**src/rtl/cfg_stream_loader.sv**
```systemverilog
// cfg_stream_loader: assembles LANE_WIDTH-bit beats into a shadow register and commits CFG_SIZE bits atomically.
// Commit is visible one cycle after the final beat; StreamReady drops outside LOAD/CHECK and whenever StreamStart is high. CFG_LOADER_PARITY_EN adds an XOR check beat.
module cfg_stream_loader #(
  parameter int CFG_SIZE   = 100,
  parameter int LANE_WIDTH = 8
) (
  input  logic                  clk,
  input  logic                  rst,
  input  logic                  StreamStart,
  input  logic [LANE_WIDTH-1:0] SerialIn,
  input  logic                  StreamValid,
  output logic                  StreamReady,
  output logic [CFG_SIZE-1:0]   ParallelOut,
  output logic                  CfgDone,
  output logic                  CfgUpdate,
  output logic                  CfgError
);

  localparam int N_BEATS = (CFG_SIZE + LANE_WIDTH - 1) / LANE_WIDTH;
  localparam int SH_W    = N_BEATS * LANE_WIDTH;
  localparam int CNT_W   = $clog2(N_BEATS + 1);

  typedef enum logic [2:0] {
    S_IDLE  = 3'd0,
    S_LOAD  = 3'd1,
`ifdef CFG_LOADER_PARITY_EN
    S_CHECK = 3'd2,
`endif
    S_DONE  = 3'd3,
    S_ERROR = 3'd4
  } state_t;

  state_t              state;
  state_t              state_nxt;
  logic [CNT_W-1:0]    cnt;
  logic [SH_W-1:0]     shadow;
  logic [SH_W-1:0]     shadow_nxt;
  logic                accept;
  logic                last_data;
  logic                commit_en;
  logic [CFG_SIZE-1:0] commit_val;

`ifdef CFG_LOADER_PARITY_EN
  logic [LANE_WIDTH-1:0] parity;
  logic                  check_ok;
`endif

  assign accept     = StreamValid && StreamReady;
  assign last_data  = (state == S_LOAD) && accept && (cnt == CNT_W'(N_BEATS - 1));
  // Older beats shift toward the MSBs, so the first beat's PAD bits fall off at commit.
  assign shadow_nxt = SH_W'({shadow, SerialIn});

`ifdef CFG_LOADER_PARITY_EN
  assign check_ok   = (SerialIn == parity);
  assign commit_en  = (state == S_CHECK) && accept && check_ok;
  assign commit_val = CFG_SIZE'(shadow);
`else
  assign commit_en  = last_data;
  assign commit_val = CFG_SIZE'(shadow_nxt);
`endif

  always_ff @(posedge clk) begin
    if (rst) begin
      state <= S_IDLE;
    end else begin
      state <= state_nxt;
    end
  end

  always_comb begin
    state_nxt = state;
    if (StreamStart) begin
      state_nxt = S_LOAD;
    end else begin
      case (state)
        S_LOAD: begin
          if (last_data) begin
`ifdef CFG_LOADER_PARITY_EN
            state_nxt = S_CHECK;
`else
            state_nxt = S_DONE;
`endif
          end
        end
`ifdef CFG_LOADER_PARITY_EN
        S_CHECK: begin
          if (accept) begin
            state_nxt = check_ok ? S_DONE : S_ERROR;
          end
        end
`endif
        default: state_nxt = state;
      endcase
    end
  end

  always_comb begin
    StreamReady = 1'b0;
    CfgDone     = 1'b0;
    CfgError    = 1'b0;
`ifdef CFG_LOADER_PARITY_EN
    StreamReady = ((state == S_LOAD) || (state == S_CHECK)) && !StreamStart;
    CfgError    = (state == S_ERROR);
`else
    StreamReady = (state == S_LOAD) && !StreamStart;
`endif
    CfgDone     = (state == S_DONE);
  end

  always_ff @(posedge clk) begin
    if (rst) begin
      cnt         <= '0;
      shadow      <= '0;
      ParallelOut <= '0;
      CfgUpdate   <= 1'b0;
`ifdef CFG_LOADER_PARITY_EN
      parity      <= '0;
`endif
    end else begin
      CfgUpdate <= commit_en;
      if (commit_en) begin
        ParallelOut <= commit_val;
      end
      if (StreamStart) begin
        cnt <= '0;
`ifdef CFG_LOADER_PARITY_EN
        parity <= '0;
`endif
      end else if ((state == S_LOAD) && accept) begin
        shadow <= shadow_nxt;
        cnt    <= cnt + CNT_W'(1);
`ifdef CFG_LOADER_PARITY_EN
        parity <= parity ^ SerialIn;
`endif
      end
    end
  end

  cnt_bound: assert property (@(posedge clk) disable iff (rst) cnt <= CNT_W'(N_BEATS));

endmodule

```
**config.mk**
```make
export PLATFORM = sky130hd
export DESIGN_NAME = cfg_stream_loader
export DESIGN_NICKNAME = d
export VERILOG_FILES = /design/src/rtl/cfg_stream_loader.sv
export SDC_FILE = /design/constraint.sdc
export NUM_CORES = 1
export LEC_CHECK = 0
export ABC_AREA = 1
export BUFFER_PORTS_ARGS = -buffer_cell sky130_fd_sc_hd__buf_4
export CAP_MARGIN = 20
export CORE_ASPECT_RATIO = 1.4
export CORE_MARGIN = 5
export CORE_UTILIZATION = 45
export DETAILED_ROUTE_END_ITERATION = 8
export PLACE_DENSITY = 0.66
export SLEW_MARGIN = 10
export SYNTH_ARGS = -nofsm -noshare
export SYNTH_HDL_FRONTEND = slang
export SYNTH_SLANG_ARGS = --single-unit
```
**constraint.sdc**
```tcl
create_clock -name clk -period 3 [get_ports clk]
set_input_delay 0.15 -clock clk [delete_from_list [all_inputs] [get_ports clk]]
set_output_delay 0.15 -clock clk [all_outputs]
set_load 0.02 [all_outputs]
```
==> results of run 1 <==
-- cell usage after synthesis (5+ instances only) --
master	number
dfxtp_1	199
nand4_1	17
o21ai_1	5
clkbuf_1	44
inv_1	24
nor2_1	225
o21ai_0	89
nand3_1	170
buf_1	5
buf_6	10
buf_2	12
nand2_1	110
-- report_power, final --
group | switching, uW | internal (uW) | total (uW)
Combinational | 152 | 79.2 | 232
Sequential | 42.9 | 2690 | 2740
Clock | 1040 | 1510 | 2550
-- registers in the layout, indices dropped and copies added, names as in the netlist --
| signal | flops |
|---|---|
| cnt | 4 |
| ParallelOut | 100 |
| CfgUpdate | 1 |
| shadow | 92 |
| state | 2 |
-- layout make-up --
type / instances / area, um^2
sequential: 199 / 3984
clock inverter: 15 / 244.0
timing repair buffer: 132 / 1041
multi-input combinational: 627 / 2809
tap: 199 / 249.0
inverter: 26 / 102.6
clock buffer: 17 / 425.4
fill: 1576 / 7179
-- per-layer routing --
layer	wire [um]	global-route usage, %	vias to the layer above
met5	0	0	-
met4	311	6.729	0
met2	8698	31.00	99
li1	-	-	3169
met1	7325	23.40	2787
met3	616	3.980	16
-- cell usage in the layout (no fill, tap or decap), types with 2 or more instances in the layout --
master / Yosys / final
nor2_1: 225 / 225
dfxtp_1: 199 / 199
nand3_1: 170 / 170
buf_4: 3 / 120
nand2_1: 110 / 109
o21ai_0: 89 / 89
inv_1: 24 / 23
nand4_1: 17 / 17
clkbuf_16: 0 / 17
dlygate4sd3_1: 0 / 10
o21ai_1: 5 / 5
bufinv_16: 0 / 5
inv_6: 0 / 3
a21oi_1: 3 / 3
inv_8: 0 / 3
inv_2: 2 / 2
nor2_4: 1 / 2
ha_1: 2 / 2
clkinv_2: 0 / 2
buf_12: 0 / 2
-- kinds of logic after synthesis --
group	after synthesis	synth area share, %
other	1	0.05174
and+or+nand+nor	526	31.24
AOI/OAI and AO/OA	97	6.698
xor gates and xnor gates	1	0.1209
adders and majority gates	2	0.3452
DFF	199	54.96
buffers and inverters	100	6.577
-- through the flow --
step	hold slack [ns]	instances	setup WS, ns
floorplan	0.2224	926	1.557
global placement	0.3838	1173	0.9352
detailed placement	0.3852	1173	0.8792
CTS	0.1425	1215	0.8382
global route	0.1704	1215	0.6522
finish	0.1644	1215	0.8764
-- tightest hold or removal path: stages --
cell and delay [ns]:
buf_4 0.18, nand4_1 0.11, nand2_1 0.05, nor2_1 0.07
-- worst paths after layout --
path	endpoint	cells after the start	slack [ns]	start
hold / removal	ParallelOut[99]	4	0.16	StreamValid
setup / recovery	ParallelOut[83]	9	0.88	cnt[0]
setup reg to reg	ParallelOut[83]	9	0.88	cnt[0]
hold reg to reg	ParallelOut[0]	2	0.47	ParallelOut[0]
==> impl_metrics.json, run 1 <==
{
  "status": "finished clean",
  "rsz0062_at_grt": "false",
  "fin_crit_sh_pct": 70.79,
  "critPathRequiredTime_ns": 3.36,
  "grt_pass1_vias": 5726,
  "ys_types": 22,
  "die_area_um2": 18780,
  "cp_max_fo": 30,
  "fin_area_um2": 8855,
  "start_util_pct": 45.20,
  "num_vias": 6071,
  "grt_pass1_wl_mm": 28.23,
  "hpwlAfterDp_mm": 10.53,
  "clock_skew_ns": 0.009167,
  "critical_path.startpoint_type": "flop",
  "clock_latency_ns": 0.43,
  "cts_made_buffers": 17,
  "fmax_mhz": 470.9,
  "slew-limit-headroom_pct": 30.58,
  "syn_nets": 940,
  "h-tree-depth": 4,
  "synthArstFlopShare_pct": 0,
  "setup_tns_ns": 0,
  "crit_slowest_cell": "nor2_8",
  "clk_pin_slew_ns": 0.07,
  "vdd_drop_max_mv": 0.4298,
  "synth.top_cell.area_share_pct": 54.96,
  "critical-path-top-cell-by-count": "nor2_1",
  "grt_use_total_pct": 18.62,
  "critPathCaptureType": "flop",
  "drtIter0Drc": 523,
  "diodes": 0,
  "finalMaxSlewViolations": 0,
  "port_buffers": 114,
  "grt_max_degree": 119,
  "yosys_most_used_dff": "dfxtp_1",
  "grt_overflow": 0,
  "setup_viol_count_final": 0,
  "die_w_um": 117.3,
  "synth_seq_cells": 199,
  "dpl_cell_area_um2": 8085,
  "postCtsHoldBufs": 10,
  "yosys_warnings": 0,
  "path_cells": "inv_1, ha_1, nand2_1, nor2_4, inv_2, nor2_8, buf_4, nor2_1, nor2_1",
  "path_delay_family": "simple AND/OR/NAND/NOR gates",
  "area_growth_pct": 22.16,
  "rows": 55,
  "drt_first_pass_iters": 4,
  "avgSynthCellArea_um2": 7.827,
  "total_power_uw": 5516,
  "synth_top_area_cell": "dfxtp_1",
  "boundaryPins": 116,
  "ys_top_cells_by_area": "dfxtp_1, nand3_1, nor2_1",
  "wirelength_mm": 16.95,
  "viasPerCell": 4.997,
  "cap_violations": 0,
  "die_h_um": 160.2,
  "ys_seq_area_share_pct": 54.96,
  "coreArea_um2": 16030,
  "cts_tree": "done",
  "synth_edf_count": 0,
  "crit_arrival_ns": 2.48,
  "p_leak_uw": 0.003932,
  "place.gp.congestion": 0.7592,
  "cts.sinks": 199,
  "cts_resized": 0,
  "power_density_nw_per_um2": 622.9,
  "clockRootBuffer": "clkbuf_16",
  "critPathMaxStageDelay_ns": 0.40,
  "final_util_pct": 55.22,
  "min_path_type": "in2reg",
  "worstMarginPinSlew_ns": 1.041,
  "final_antenna_net_count": 0,
  "netlist_instances": 926,
  "timing.final.hold_violations": 0,
  "netlist_area_um2": 7248,
  "antenna_found_initial": 0,
  "cts_max_path_buffers": 2,
  "drc": 0,
  "critical_path_class": "reg2reg",
  "wl_per_cell_um": 13.95,
  "layout-drive-gt1-share_pct": 15.94,
  "crit_buf_inv": 3,
  "fin_nets": 1017,
  "post_cts_buffers": 0,
  "period_needed_ns": 2.124
}
(Power assumes the default switching activity.)
==> inputs of run 2 (changes only) <==
--- a/config.mk
+++ b/config.mk
@@ -12,7 +12,7 @@
 export CORE_MARGIN = 5
 export CORE_UTILIZATION = 45
 export DETAILED_ROUTE_END_ITERATION = 8
-export PLACE_DENSITY = 0.66
+export PLACE_DENSITY = 0.68
 export SLEW_MARGIN = 10
 export SYNTH_ARGS = -nofsm -noshare
 export SYNTH_HDL_FRONTEND = slang
==> constraint.sdc (replaced) <==
create_clock -name clk -period 1.75 [get_ports clk]
set_input_delay 0.0875 -clock clk [delete_from_list [all_inputs] [get_ports clk]]
set_output_delay 0.0875 -clock clk [all_outputs]
set_load 0.02 [all_outputs]
==> impl_metrics.json, run 2 (synthesis gave the netlist of run 1 again) <==
{
  "finalMaxSlewViolations": 0,
  "rows": 55,
  "final_util_pct": 55.95,
  "mostFrequentLayoutCell": "nor2_1",
  "cts.sinks": 199,
  "h-tree-depth": 4,
  "rsz0062_at_grt": "false",
  "top_register": "ParallelOut",
  "setup_tns_ns": 0,
  "clock_skew_ns": 0.01005,
  "p_sw_uw": 2076,
  "grt_pass1_vias": 5633,
  "p_seq_share_pct": 51.5,
  "critPathRequiredTime_ns": 2.12,
  "clock_latency_ns": 0.43,
  "cts_max_path_buffers": 2,
  "cts_tree": "done",
  "critical_path_class": "reg2reg",
  "antenna_found_initial": 0,
  "layout-drive-gt1-share_pct": 16.75,
  "drtIter0Drc": 384,
  "drt_first_pass_iters": 4,
  "fin_crit_sh_pct": 88.41,
  "postCtsHoldBufs": 10,
  "largest_register_ffs": 100,
  "coreArea_um2": 16030,
  "start_util_pct": 45.20,
  "layout_common_cells": "nor2_1, dfxtp_1, nand3_1, buf_4, nand2_1",
  "die_h_um": 160.2,
  "critical_path.startpoint_type": "flop",
  "place.gp.congestion": 0.7439,
  "cp_max_fo": 55,
  "die_area_um2": 18780,
  "fmax_mhz": 646.3,
  "wirelength_mm": 17.09,
  "status": "finished clean",
  "critPathCaptureType": "flop",
  "grt_use_total_pct": 18.63,
  "area_growth_pct": 23.77,
  "vdd_drop_max_mv": 0.7519,
  "num_vias": 6171,
  "drc": 0,
  "crit_arrival_ns": 1.92,
  "setup_viol_count_final": 0,
  "viasPerCell": 5.033,
  "p_int_uw": 7045,
  "grt_pass1_wl_mm": 27.91,
  "clockRootBuffer": "clkbuf_16",
  "fin_area_um2": 8971,
  "grt_max_degree": 68,
  "reg_top3": "ParallelOut x100, shadow x92, cnt x4",
  "clk_pin_slew_ns": 0.07,
  "power.share.clock_pct": 43.8,
  "swShare_pct": 22.76,
  "period_needed_ns": 1.547,
  "dpl_cell_area_um2": 8263,
  "pre_cts_ws_ns": 0.2329,
  "n_fill_cell": 1536,
  "post_cts_buffers": 0,
  "boundaryPins": 116,
  "hpwlAfterDp_mm": 11.12,
  "power_density_nw_per_um2": 1017,
  "diodes": 0,
  "cts_resized": 0,
  "power_frac_comb_pct": 4.7,
  "die_w_um": 117.3,
  "fin_nets": 1028,
  "fin_ws_ns": 0.2028,
  "final_antenna_net_count": 0,
  "port_buffers": 114,
  "wl_per_cell_um": 13.94,
  "cts_made_buffers": 17,
  "min_path_type": "in2reg",
  "cap_violations": 0,
  "timing.final.hold_violations": 0,
  "grt_overflow": 0,
  "p_leak_uw": 0.003974
}
[run 2: cell count changes in the layout (fill, tap and decap cells not counted), sizes merged]
cell	previous run	this run
bufinv	5	3
clkinvlp	1	2
inv	31	27
buf	122	133
clkinv	4	8
clkbuf	17	18
[run 2: layout make-up]
class	instances	area, um^2	share of cell area, %
repair buffers	143	1224	13.64
well taps	199	249.0	2.775
multi-input cells	627	2804	31.26
inverters	26	102.6	1.144
clock inverters	14	178.9	1.994
clock buffers	18	429.2	4.784
flip-flops and latches	199	3984	44.41
[run 2: worst paths after layout]
kind                                   endpoint  slack (ns)             from  cells past startpoint
worst min register to register  ParallelOut[59]        0.47  ParallelOut[59]                      2
worst min-delay path            ParallelOut[83]        0.23      StreamValid                      5
worst max-delay path            ParallelOut[56]        0.20           cnt[0]                      9
worst max register to register  ParallelOut[56]        0.20           cnt[0]                      9
[run 2: critical path, stage by stage (launching register included)]
cell,delay (ns)
dfxtp_1,0.35
inv_1,0.08
ha_1,0.14
nand2_1,0.08
nor2_4,0.14
inv_2,0.07
nor2_8,0.14
buf_12,0.24
nand3_1,0.11
nand2_1,0.08
[run 2: routing by layer]
layer	track usage (%)	wire, um	up-vias
li1	-	-	3191
met1	22.79	7440	2846
met2	31.28	8708	115
met3	4.473	586	19
met4	6.886	354	0
met5	0	0	-
[run 2: power groups by stage]
| stage | sequential [uW] | combinational, uW | clock, uW |
|---|---|---|---|
| 5_1_grt | 4700 | 489 | 4280 |
| 4_1_cts | 4690 | 430 | 4090 |
| 6_report | 4690 | 428 | 4000 |
| 2_1_floorplan | 4770 | 299 | 0 |
| 3_5_place_dp | 4800 | 410 | 0 |
| 3_3_place_gp | 4800 | 405 | 0 |
[run 2: metrics by stage]
step / hold slack, ns / power [uW] / std cells
after floorplan: 0.1599 / 5071 / 926
after global placement: 0.3121 / 5203 / 1184
after detailed placement: 0.3159 / 5209 / 1184
after CTS: 0.2173 / 9211 / 1226
after global routing: 0.2429 / 9475 / 1226
final: 0.2267 / 9122 / 1226
